--- config.mk ---
export PLATFORM = sky130hd
export DESIGN_NAME = vga_timing_gen
export DESIGN_NICKNAME = d
export VERILOG_FILES = /design/src/rtl/vga_timing_gen.sv
export SDC_FILE = /design/constraint.sdc
export NUM_CORES = 1
export LEC_CHECK = 0
export CAP_MARGIN = 20
export CORE_MARGIN = 5
export CORE_UTILIZATION = 35
export DETAILED_ROUTE_END_ITERATION = 10
export HOLD_SLACK_MARGIN = 0.06
export SKIP_LAST_GASP = 1
export SLEW_MARGIN = 5
export SYNTH_ARGS = -nofsm -noshare
export SYNTH_HDL_FRONTEND = slang
export SYNTH_SLANG_ARGS = --single-unit
--- constraint.sdc ---
create_clock -name vga_clk -period 5.35 [get_ports vga_clk]
set_clock_uncertainty 0.2 [all_clocks]
set_input_delay 1.605 -clock vga_clk [delete_from_list [all_inputs] [get_ports vga_clk]]
set_output_delay 1.605 -clock vga_clk [all_outputs]
set_load 0.005 [all_outputs]
--- src/rtl/vga_timing_gen.sv ---
// VGA raster timing: DrawX/DrawY counters with registered hs/vs/blank and frame pulse.
// Define VGA_SYNC_DELAY_EN to delay hs, vs and blank by one further pix_en stage.
module vga_timing_gen #(
  parameter int unsigned H_VISIBLE = 640,
  parameter int unsigned H_FP      = 16,
  parameter int unsigned H_SYNC    = 96,
  parameter int unsigned H_BP      = 48,
  parameter int unsigned V_VISIBLE = 480,
  parameter int unsigned V_FP      = 10,
  parameter int unsigned V_SYNC    = 2,
  parameter int unsigned V_BP      = 33
) (
  input  logic        vga_clk,
  input  logic        reset_n,
  input  logic        pix_en,
  output logic [9:0]  DrawX,
  output logic [9:0]  DrawY,
  output logic        hs,
  output logic        vs,
  output logic        blank,
  output logic        sync,
  output logic        frame_start,
  output logic [15:0] frame_count
);

  localparam int unsigned H_TOTAL = H_VISIBLE + H_FP + H_SYNC + H_BP;
  localparam int unsigned V_TOTAL = V_VISIBLE + V_FP + V_SYNC + V_BP;

  localparam logic [9:0] H_LAST   = 10'(H_TOTAL - 1);
  localparam logic [9:0] V_LAST   = 10'(V_TOTAL - 1);
  localparam logic [9:0] H_VIS    = 10'(H_VISIBLE);
  localparam logic [9:0] V_VIS    = 10'(V_VISIBLE);
  localparam logic [9:0] HS_START = 10'(H_VISIBLE + H_FP);
  localparam logic [9:0] HS_STOP  = 10'(H_VISIBLE + H_FP + H_SYNC);
  localparam logic [9:0] VS_START = 10'(V_VISIBLE + V_FP);
  localparam logic [9:0] VS_STOP  = 10'(V_VISIBLE + V_FP + V_SYNC);

  logic [9:0] x_next;
  logic [9:0] y_next;
  logic       end_of_line;
  logic       end_of_frame;
  logic       hs_next;
  logic       vs_next;
  logic       blank_next;
  logic       hs_r;
  logic       vs_r;
  logic       blank_r;

  assign end_of_line  = (DrawX == H_LAST);
  assign end_of_frame = end_of_line && (DrawY == V_LAST);

  // NOTE: every variable gets a default before any branch, so no path can infer a latch.
  always_comb begin
    x_next = DrawX;
    y_next = DrawY;
    if (pix_en) begin
      if (end_of_line) begin
        x_next = '0;
        y_next = (DrawY == V_LAST) ? '0 : DrawY + 10'd1;
      end else begin
        x_next = DrawX + 10'd1;
      end
    end
  end

  // Decoded from the next position so the registered flags line up with DrawX/DrawY.
  assign hs_next    = ~((x_next >= HS_START) && (x_next < HS_STOP));
  assign vs_next    = ~((y_next >= VS_START) && (y_next < VS_STOP));
  assign blank_next = (x_next < H_VIS) && (y_next < V_VIS);

  // NOTE: non-blocking assignments for state, so every register samples pre-edge values.
  always_ff @(posedge vga_clk) begin
    if (!reset_n) begin
      DrawX       <= '0;
      DrawY       <= '0;
      hs_r        <= 1'b1;
      vs_r        <= 1'b1;
      blank_r     <= 1'b0;
      frame_start <= 1'b0;
      frame_count <= '0;
    end else begin
      frame_start <= pix_en & end_of_frame;
      if (pix_en) begin
        DrawX   <= x_next;
        DrawY   <= y_next;
        hs_r    <= hs_next;
        vs_r    <= vs_next;
        blank_r <= blank_next;
        if (end_of_frame) begin
          frame_count <= frame_count + 16'd1;
        end
      end
    end
  end

`ifdef VGA_SYNC_DELAY_EN
  // Extra stage matches the sprite stage's one-cycle colour register.
  logic hs_d;
  logic vs_d;
  logic blank_d;

  always_ff @(posedge vga_clk) begin
    if (!reset_n) begin
      hs_d    <= 1'b1;
      vs_d    <= 1'b1;
      blank_d <= 1'b0;
    end else if (pix_en) begin
      hs_d    <= hs_r;
      vs_d    <= vs_r;
      blank_d <= blank_r;
    end
  end

  assign hs    = hs_d;
  assign vs    = vs_d;
  assign blank = blank_d;
`else
  assign hs    = hs_r;
  assign vs    = vs_r;
  assign blank = blank_r;
`endif

  assign sync = 1'b0;

endmodule

[Word level (Yosys, flattened, before mapping)]
Cells that the tools add are included.
Widths: inputs -> output; s select.
Word-level totals
  register bits after elaboration: 40
  word-level logic and storage cells: 31
Cells by class
  add/sub/neg operators: 3
  magnitude comparators: 6
  eq/ne operators: 2
  mux-type cells: 5
  bitwise logic cells: 3
  reduce and logical (&&, ||, !) cells: 5
Operator list (number)
  $mux 10: 5
  $add 10x1->10 const B: 2
  $eq 10x10->1 const B: 2
  $lt 10x10->1 const B: 2
  $lt 10x9->1 const B: 2
  $add 16x1->16 const B: 1
  $ge 10x10->1 const B: 1
  $ge 10x9->1 const B: 1
  $logic_and 1x1->1: 4
  $not 1->1: 2
  $reduce_and 2->1: 1
  $and 1x1->1: 1

[Depth between registers and ports, before layout]
Gate-level depths: netlist (run 1).
  depth in word-level cells: 7
  gate-level depth with buffers: 8
  gate-level depth less buffers: 7

[Least setup slack after synthesis (run 1)]
OpenSTA, ideal clock, no wires.
  path type: in2reg
  from: input pix_en
  to: register blank_r (netlist: blank)
  library setup time: 129 ps
  data arrival time: 2922 ps
  required time: 5021 ps
  path slack: 2099 ps
  stages on the path: 5
  cells stage by stage: and4b_1 nand3_1 or4_1 a221oi_2 o32ai_2
Between the ends
  longest elaborated chain between the ends: 3
Ends and longest elaborated chain
  start, declared: RTL line 15  | input logic pix_en,
  $mux 10: RTL line 56  | if (pix_en) begin
  $lt 10x10->1 or $lt 10x9->1 (tied branches): RTL line 69  | assign blank_next = (x_next < H_VIS) && (y_next < V_VIS);
  $logic_and 1x1->1: RTL line 69
  end signal, assigned: RTL line 88  | blank_r <= blank_next;
  end, declared: RTL line 47  | logic blank_r;
Parallel ways exist; a longest one is shown, timed or not.
A chain may end at the register's enable or synchronous reset.

[Worst setup path after layout (run 1)]
Ends and elaborated chain as after synthesis.

==> flow_summary.ini, run 1 <==
[logic_synthesis]
seq_area_frac_synth = 0.3816
synth_top_area_cell = dfxtp_1
synth_area_per_cell_um2 = 8.326
yosys-top-cells-area = dfxtp_1 (38%), nor2_1 (4.8%), xor2_1 (4.6%)
syn_nets = 259
synthCells = 252
synth_top_cell_area_share = 0.3816
yosys_warnings = 0
synth_cell_type_count = 45
ys_seq_elements = 40
synth_area_mm2 = 0.002098

[cts]
cts_buffer_depth = 2
holdBufCountCts = 0
ctsRootBufferMaster = clkbuf_8
cts_setup_buffers = 0
clk_latency_ps = 290
cts_buffers = 5
cts_tree = done
clock-sinks = 40
ctsHtreeMaxLevel = 2
cts_resized = 0
cts.clk_slew.worst_paths_ps = 70

[sta]
final.period_utilization = 0.7576
setup_tns_ps = 0
maxSlewViolCount = 0
fmax_mhz = 246.7
period_minus_slack_ps = 4053
setup_viol_count_final = 0
hold_viol = 0
relSlewSlack = 0.5405
worst_slew_pin_slew_ps = 688.5
rsz0062_at_grt = no

[critical_path]
start_kind = input pin
cp-end-kind = flip-flop
r2r_slack_ps = 2690
reg2reg_depth = 6
cp_max_fo = 13
path_class = in -> reg
cp.arrival_ps = 4030
crit_required_ps = 5320

[grt]
grt_overflow = 0
grt_pass1_vias = 1646
antenna_found_initial = 0
grt_pass1_wl_mm = 8.211
grt_usage = 0.1355
grt_max_degree = 23

[drt]
drc = 0
drtAntennaViolNets = 0
viasPerCell = 5.153
wirelength_mm = 4.927
first_pass_iters = 4
vias = 1886
drt-initial-drc-count = 152
wl_per_cell_um = 13.46

[die]
io-pin-count = 44
core-area_mm2 = 0.005886
die-area_mm2 = 0.007643
die_width_um = 87.43
dieHeight_um = 87.43
start_util = 0.3565
rows = 28

[finish]
area_growth_pct = 27.73
seqCellArea_um2 = 800.8
multi_input_area_mm2 = 0.001182
final_cell_mix = clkdlybuf4s50_1 (42), dfxtp_1 (40), nor2_1 (27), nand2_1 (20), a21oi_1 (14)
post-route-util = 0.4554
mostFrequentLayoutCell = clkdlybuf4s50_1
nets = 297
diodes = 0
drive_gt1_frac = 0.05155
n_fill_cell = 609

[place]
dp_hpwl_mm = 3.584
port_buffers = 42
place.gp.congestion = 0.8254

[power]
p_per_area_mw_per_mm2 = 218.9
ir_drop_mv = 0.1016
cellLeakagePower_nw = 0.9678

[run_status]
status = completed

[min_path]
hp-class = reg -> reg
hold_path_depth = 2

[flow_run]
maxCapViolCount = 0
-- path summary, 6_finish.rpt --
check | to | startpoint
worst min-delay path | blank | blank
worst min register to register | blank | blank
worst max-delay path | blank | pix_en
worst max register to register | blank | DrawX[0]
-- registers in the layout (all words and copies together), names as in the netlist --
register,count
DrawY,10
vs,1
frame_count,16
blank,1
frame_start,1
DrawX,10
hs,1
-- Yosys cell counts --
| master | number |
|---|---|
| inv_1 | 13 |
| o2111ai_1 | 1 |
| nor3_1 | 6 |
| a211o_1 | 2 |
| o32a_1 | 1 |
| o211ai_1 | 2 |
| a221oi_2 | 1 |
| nand4_2 | 1 |
| a32o_1 | 1 |
| o21ai_0 | 8 |
| and3_1 | 8 |
| buf_2 | 5 |
| conb_1 | 1 |
| o31ai_1 | 3 |
| or4_1 | 3 |
| ha_1 | 4 |
| a31oi_1 | 1 |
| a21oi_1 | 14 |
| a32oi_1 | 1 |
| dfxtp_1 | 40 |
| buf_6 | 1 |
| a211oi_1 | 2 |
| xnor2_1 | 9 |
| buf_4 | 2 |
| mux2i_1 | 2 |
| and4b_1 | 3 |
| o22a_1 | 1 |
| nor4_2 | 1 |
| xor2_1 | 11 |
| nor2_1 | 27 |
| o22ai_1 | 1 |
| nand3_1 | 13 |
| nand2_1 | 20 |
| o41ai_1 | 1 |
| mux2_2 | 1 |
| clkbuf_1 | 4 |
| and2_1 | 6 |
| o211a_1 | 1 |
| or3_1 | 10 |
| nand4_1 | 13 |
| nand2b_1 | 2 |
| nor3b_4 | 1 |
| o32ai_2 | 1 |
| and4_1 | 1 |
| nor2b_1 | 2 |
-- final cells by class --
type                       count  area share
clock buffer                   7     0.03595
clock inverter                 1     0.01120
inverter                      13     0.01821
multi-input combinational    187      0.4412
sequential                    40      0.2988
tap                           75     0.03501
timing repair buffer          43      0.1597
-- power by group --
part           internal, mW  switching [mW]
combinational       0.00755         0.00987
sequential            0.299         0.00156
clock                 0.165           0.104
total                 0.471           0.115
-- cells by family (layout without fill, tap and decap cells) --
kind of cell,count (synthesis),after routing,synth area share
AOI/OAI and AO/OA,42,42,0.1378
xor gates and xnor gates,20,20,0.08348
adders and majority gates,4,4,0.02385
buffers and inverters,25,64,0.05485
DFF,40,40,0.3816
muxes,3,3,0.01491
other,1,1,0.001787
and+or+nand+nor,117,117,0.3017
-- metrics by stage --
step	hold WS (ps)	cell area (um2)	instances	power, mW	setup WS, ps
final	275.9	2680	366	0.5867	1297
after global routing	304.2	2680	366	0.6121	1102
after CTS	279.7	2680	366	0.5951	1310
after detailed placement	260.5	2554	358	0.3254	985.9
after global placement	268.7	2554	358	0.3256	1028
after floorplan	261.4	2098	252	0.3185	2099
-- per-layer routing --
layer | track usage | wire length [um] | vias up | part of all wire
li1 | - | - | 978 | -
met1 | 0.1914 | 2511 | 857 | 0.51
met2 | 0.1966 | 2119 | 45 | 0.43
met3 | 0.03784 | 251 | 6 | 0.051
met4 | 0.04603 | 44 | 0 | 0.0089
met5 | 0 | 0 | - | 0
-- critical path, cell delays in order --
cell and delay, ps:
clkdlybuf4s50_1 690, and4b_1 310, nand3_1 310, or4_1 640, a221oi_2 340, o32ai_2 130
Note: power is estimated with default switching activity, not from simulation.
==> inputs of run 2 (changes only) <==
clock period = 4 ns   (was 5.35 ns; I/O delays follow)
==> run 2 against run 1 <==
Net effect:
- clock power down 1%
- worst hold slack better by 9.8 ps
- critical path type unchanged
- critical path depth unchanged
- critical endpoint unchanged
- combinational power up 40%
- highest routed layer unchanged
- largest power group unchanged
- via count up 0.95%
- non-clock buffer count up 4
- register-to-register slack worse by 1300 ps
- cell area down 0.33%
==> flow_summary.ini, run 2 (same netlist as run 1, synthesis figures left out) <==
[drt]
first_pass_iters = 4
drtAntennaViolNets = 0
drc = 0
viasPerCell = 5.146
vias = 1904
wirelength_mm = 4.820
wl_per_cell_um = 13.03
drt-initial-drc-count = 119

[die]
core-area_mm2 = 0.005886
die_width_um = 87.43
io-pin-count = 44
dieHeight_um = 87.43
rows = 28
start_util = 0.3565
die-area_mm2 = 0.007643

[cts]
cts.clk_slew.worst_paths_ps = 80
cts_buffer_depth = 2
cts_resized = 0
ctsRootBufferMaster = clkbuf_8
cts_tree = done
ctsHtreeMaxLevel = 2
clk_latency_ps = 290
cts_setup_buffers = 0
cts_buffers = 5
holdBufCountCts = 0
clock-sinks = 40

[min_path]
whs_endpoint = blank
min-delay-start = blank
hold_path_depth = 2
hp-class = reg -> reg

[power]
clkPwrFrac = 0.384
switching_share = 0.2302
p_per_area_mw_per_mm2 = 259.0
cellLeakagePower_nw = 0.9697
p_comb_frac = 0.035
switching_power_mw = 0.1592
p_seq_frac = 0.581
ir_drop_mv = 0.1739
p_int_mw = 0.5325

[sta]
worst_slew_pin_slew_ps = 725.7
fmax_mhz = 300.7
whs_ps = 285.8
setup_tns_ps = 0
period_minus_slack_ps = 3326
final.period_utilization = 0.8314
hold_viol = 0
relSlewSlack = 0.5157
rsz0062_at_grt = no
maxSlewViolCount = 0
setup_viol_count_final = 0

[finish]
top_register = frame_count
final_cell_mix = clkdlybuf4s50_1 (42), dfxtp_1 (40), nor2_1 (27), nand2_1 (20), a21oi_1 (14)
diodes = 0
seqCellArea_um2 = 800.8
nets = 301
multi_input_area_mm2 = 0.001182
n_fill_cell = 600
post-route-util = 0.4539
mostFrequentLayoutCell = clkdlybuf4s50_1
drive_gt1_frac = 0.06441
largest_reg_flops = 16
area_growth_pct = 27.31
reg_top3 = frame_count x16, DrawX x10, DrawY x10
stdcell_count = 370

[place]
placedCellCount = 362
dp_hpwl_mm = 3.607
place.gp.congestion = 0.8624
port_buffers = 42

[critical_path]
crit_buf_inv = 1
r2r_end = blank
reg2reg_depth = 6
cp.arrival_ps = 3290
cp-end-kind = flip-flop
path_depth = 6
crit_family = simple AND/OR/NAND/NOR gates
crit_chain = clkdlybuf4s50_1, and4b_1, nand3_1, or4_1, a221oi_2, o32ai_2
start_kind = input pin
timing.rr.start = DrawX[0]
cp_slowest_cell = or4_1
cp_max_fo = 7
slowest_delay_ps = 610
path_class = in -> reg
r2r_slack_ps = 1430
crit_required_ps = 3970

[grt]
antenna_found_initial = 0
grt_pass1_wl_mm = 8.390
grt_pass1_vias = 1774
grt_max_degree = 23
grt_usage = 0.1358
grt_overflow = 0

[run_status]
status = completed

[flow_run]
maxCapViolCount = 0
## run 2: power by group through the flow
stage | Combinational (mW) | Clock (mW) | Sequential (mW)
finish | 0.0244 | 0.265 | 0.402
floorplan | 0.0146 | 0 | 0.411
global placement | 0.0246 | 0 | 0.411
detailed placement | 0.0246 | 0 | 0.411
global route | 0.0270 | 0.294 | 0.402
CTS | 0.0247 | 0.280 | 0.402
## run 2: metal layers
layer | vias to the layer above | wire length, um | track usage
met1 | 876 | 2410 | 0.1825
met5 | - | 0 | 0
met2 | 40 | 2153 | 0.2130
li1 | 984 | - | -
met3 | 4 | 221 | 0.03784
met4 | 0 | 36 | 0.03626
## run 2: worst max-delay path by stage
stage	startpoint	end	slack, ps
2_1_floorplan	pix_en	blank	1150
3_3_place_gp	pix_en	blank	420
3_5_place_dp	pix_en	blank	380
4_1_cts	pix_en	blank	690
5_1_grt	pix_en	blank	550
6_report	pix_en	blank	670
## run 2: layout make-up
cell class / count / area share
Sequential cell: 40 / 0.2998
Clock inverter: 3 / 0.007026
Inverter: 13 / 0.01827
Tap cell: 75 / 0.03513
Multi-Input combinational cell: 187 / 0.4426
Clock buffer: 5 / 0.02576
Timing Repair Buffer: 47 / 0.1714
## run 2: worst register-to-register path, cell delays in order, from the launching register on
cell and delay, ps:
dfxtp_1 380, ha_1 270, and4b_1 280, nand3_1 240
or4_1 610, a221oi_2 360, o32ai_2 130
## run 2: through the flow
step / instance area, um2 / total power, mW / setup WS, ps
after CTS: 2671 / 0.7067 / 690.8
final: 2671 / 0.6918 / 674.3
after floorplan: 2098 / 0.4260 / 1154
after detailed placement: 2584 / 0.4361 / 383.5
after global placement: 2584 / 0.4360 / 416.4
after global routing: 2671 / 0.7238 / 547.3
==> inputs of run 3 (changes only) <==
clock period = 3.5 ns   (was 4 ns; I/O delays follow)
==> run 3 against run 2 <==
Net effect:
- utilization up 0.85 points
- critical path type unchanged
- sequential power rose by 14%
- power grew 27%
- non-clock buffer count increased by 3
- largest power group unchanged
- critical endpoint is now vs
- setup slack worse by 280 ps
- register-to-register slack got worse by 430 ps
- worst hold slack got worse by 5.9 ps
- highest routed layer unchanged
- count of clock-buffer cells in the layout did not move
- largest cell class unchanged
==> flow_summary.ini, run 3 (same netlist as run 1, synthesis figures left out) <==
[die]
die-area_mm2 = 0.007643
rows = 28
core-area_mm2 = 0.005886
io-pin-count = 44
dieHeight_um = 87.43
die_width_um = 87.43
start_util = 0.3565

[min_path]
hp-class = reg -> reg
hold_path_depth = 2

[place]
dp_hpwl_mm = 3.755
port_buffers = 42
dp_slack_ps = 96.39
place.gp.congestion = 0.8346
placedCellCount = 365

[critical_path]
path_class = in -> reg
crit_required_ps = 3460
cp-end-kind = flip-flop
cp.arrival_ps = 3070
cp_max_fo = 5
start_kind = input pin
reg2reg_depth = 6

[flow_run]
maxCapViolCount = 0

[drt]
vias = 1931
first_pass_iters = 4
drtAntennaViolNets = 0
wl_per_cell_um = 13.34
wirelength_mm = 4.975
drt-initial-drc-count = 162
drc = 0
viasPerCell = 5.177

[sta]
setup_viol_count_final = 0
fmax_mhz = 321.7
whs_ps = 279.8
period_minus_slack_ps = 3109
maxSlewViolCount = 0
hold_viol = 0
final.period_utilization = 0.8883
final.setup.worst_slack_ps = 391.1
setup_tns_ps = 0
rsz0062_at_grt = no
worst_slew_pin_slew_ps = 538.5
relSlewSlack = 0.6380

[finish]
area_growth_pct = 29.70
reg_top3 = frame_count x16, DrawX x10, DrawY x10
post-route-util = 0.4624
nets = 304
mostFrequentLayoutCell = clkdlybuf4s50_1
drive_gt1_frac = 0.07383
diodes = 0
final_cell_mix = clkdlybuf4s50_1 (42), dfxtp_1 (40), nor2_1 (27), nand2_1 (20), a21oi_1 (14)
seqCellArea_um2 = 800.8
top_register = frame_count
multi_input_area_mm2 = 0.001182
largest_reg_flops = 16
stdcell_count = 373
n_fill_cell = 590

[grt]
grt_usage = 0.1406
antenna_found_initial = 0
grt_pass1_wl_mm = 8.569
grt_pass1_vias = 1811
grt_overflow = 0
grt_max_degree = 21

[cts]
cts.clk_slew.worst_paths_ps = 80
cts_tree = done
clk_latency_ps = 290
ctsRootBufferMaster = clkbuf_8
clock-sinks = 40
cts_resized = 0
cts_buffers = 5
cts_setup_buffers = 0
cts_buffer_depth = 2
ctsHtreeMaxLevel = 2
holdBufCountCts = 0

[power]
p_per_area_mw_per_mm2 = 322.7
ir_drop_mv = 0.1949
cellLeakagePower_nw = 0.9904

[run_status]
status = completed
[run 3: layout make-up]
cell class,count,share of cell area
well taps,75,0.03448
inverters,13,0.01793
flip-flops and latches,40,0.2943
repair buffers,50,0.1766
multi-input cells,187,0.4345
clock inverters,3,0.01701
clock buffers,5,0.02529
[run 3: metrics by stage]
stage	power, mW	cell area, um2
floorplan	0.4868	2098
global placement	0.5004	2606
detailed placement	0.5000	2606
CTS	0.8913	2721
global route	0.9161	2721
finish	0.8782	2721
[run 3: final timing paths]
path / slack, ps / endpoint / startpoint
worst min-delay path: 280 / blank / blank
worst max-delay path: 390 / vs / pix_en
worst min register to register: 280 / blank / blank
worst max register to register: 1000 / vs / DrawX[0]
[run 3: critical path: stages]
cell and delay (ps):
clkdlybuf4s50_1 490, and4b_1 270, nand3_1 200, or4_1 600
a221oi_2 350, a31oi_1 110
[run 3: where the power goes]
part / switching (mW) / internal, mW
clock: 0.174 / 0.215
combinational: 0.0158 / 0.0138
sequential: 0.00218 / 0.457
total: 0.192 / 0.686
[run 3: per-layer routing]
metal | track usage | share of wire | up-vias | wire, um
met3 | 0.03690 | 0.055 | 9 | 272
met5 | 0 | 0 | - | 0
met2 | 0.2144 | 0.44 | 41 | 2212
li1 | - | - | 991 | -
met4 | 0.05579 | 0.019 | 0 | 97
met1 | 0.1881 | 0.48 | 890 | 2392
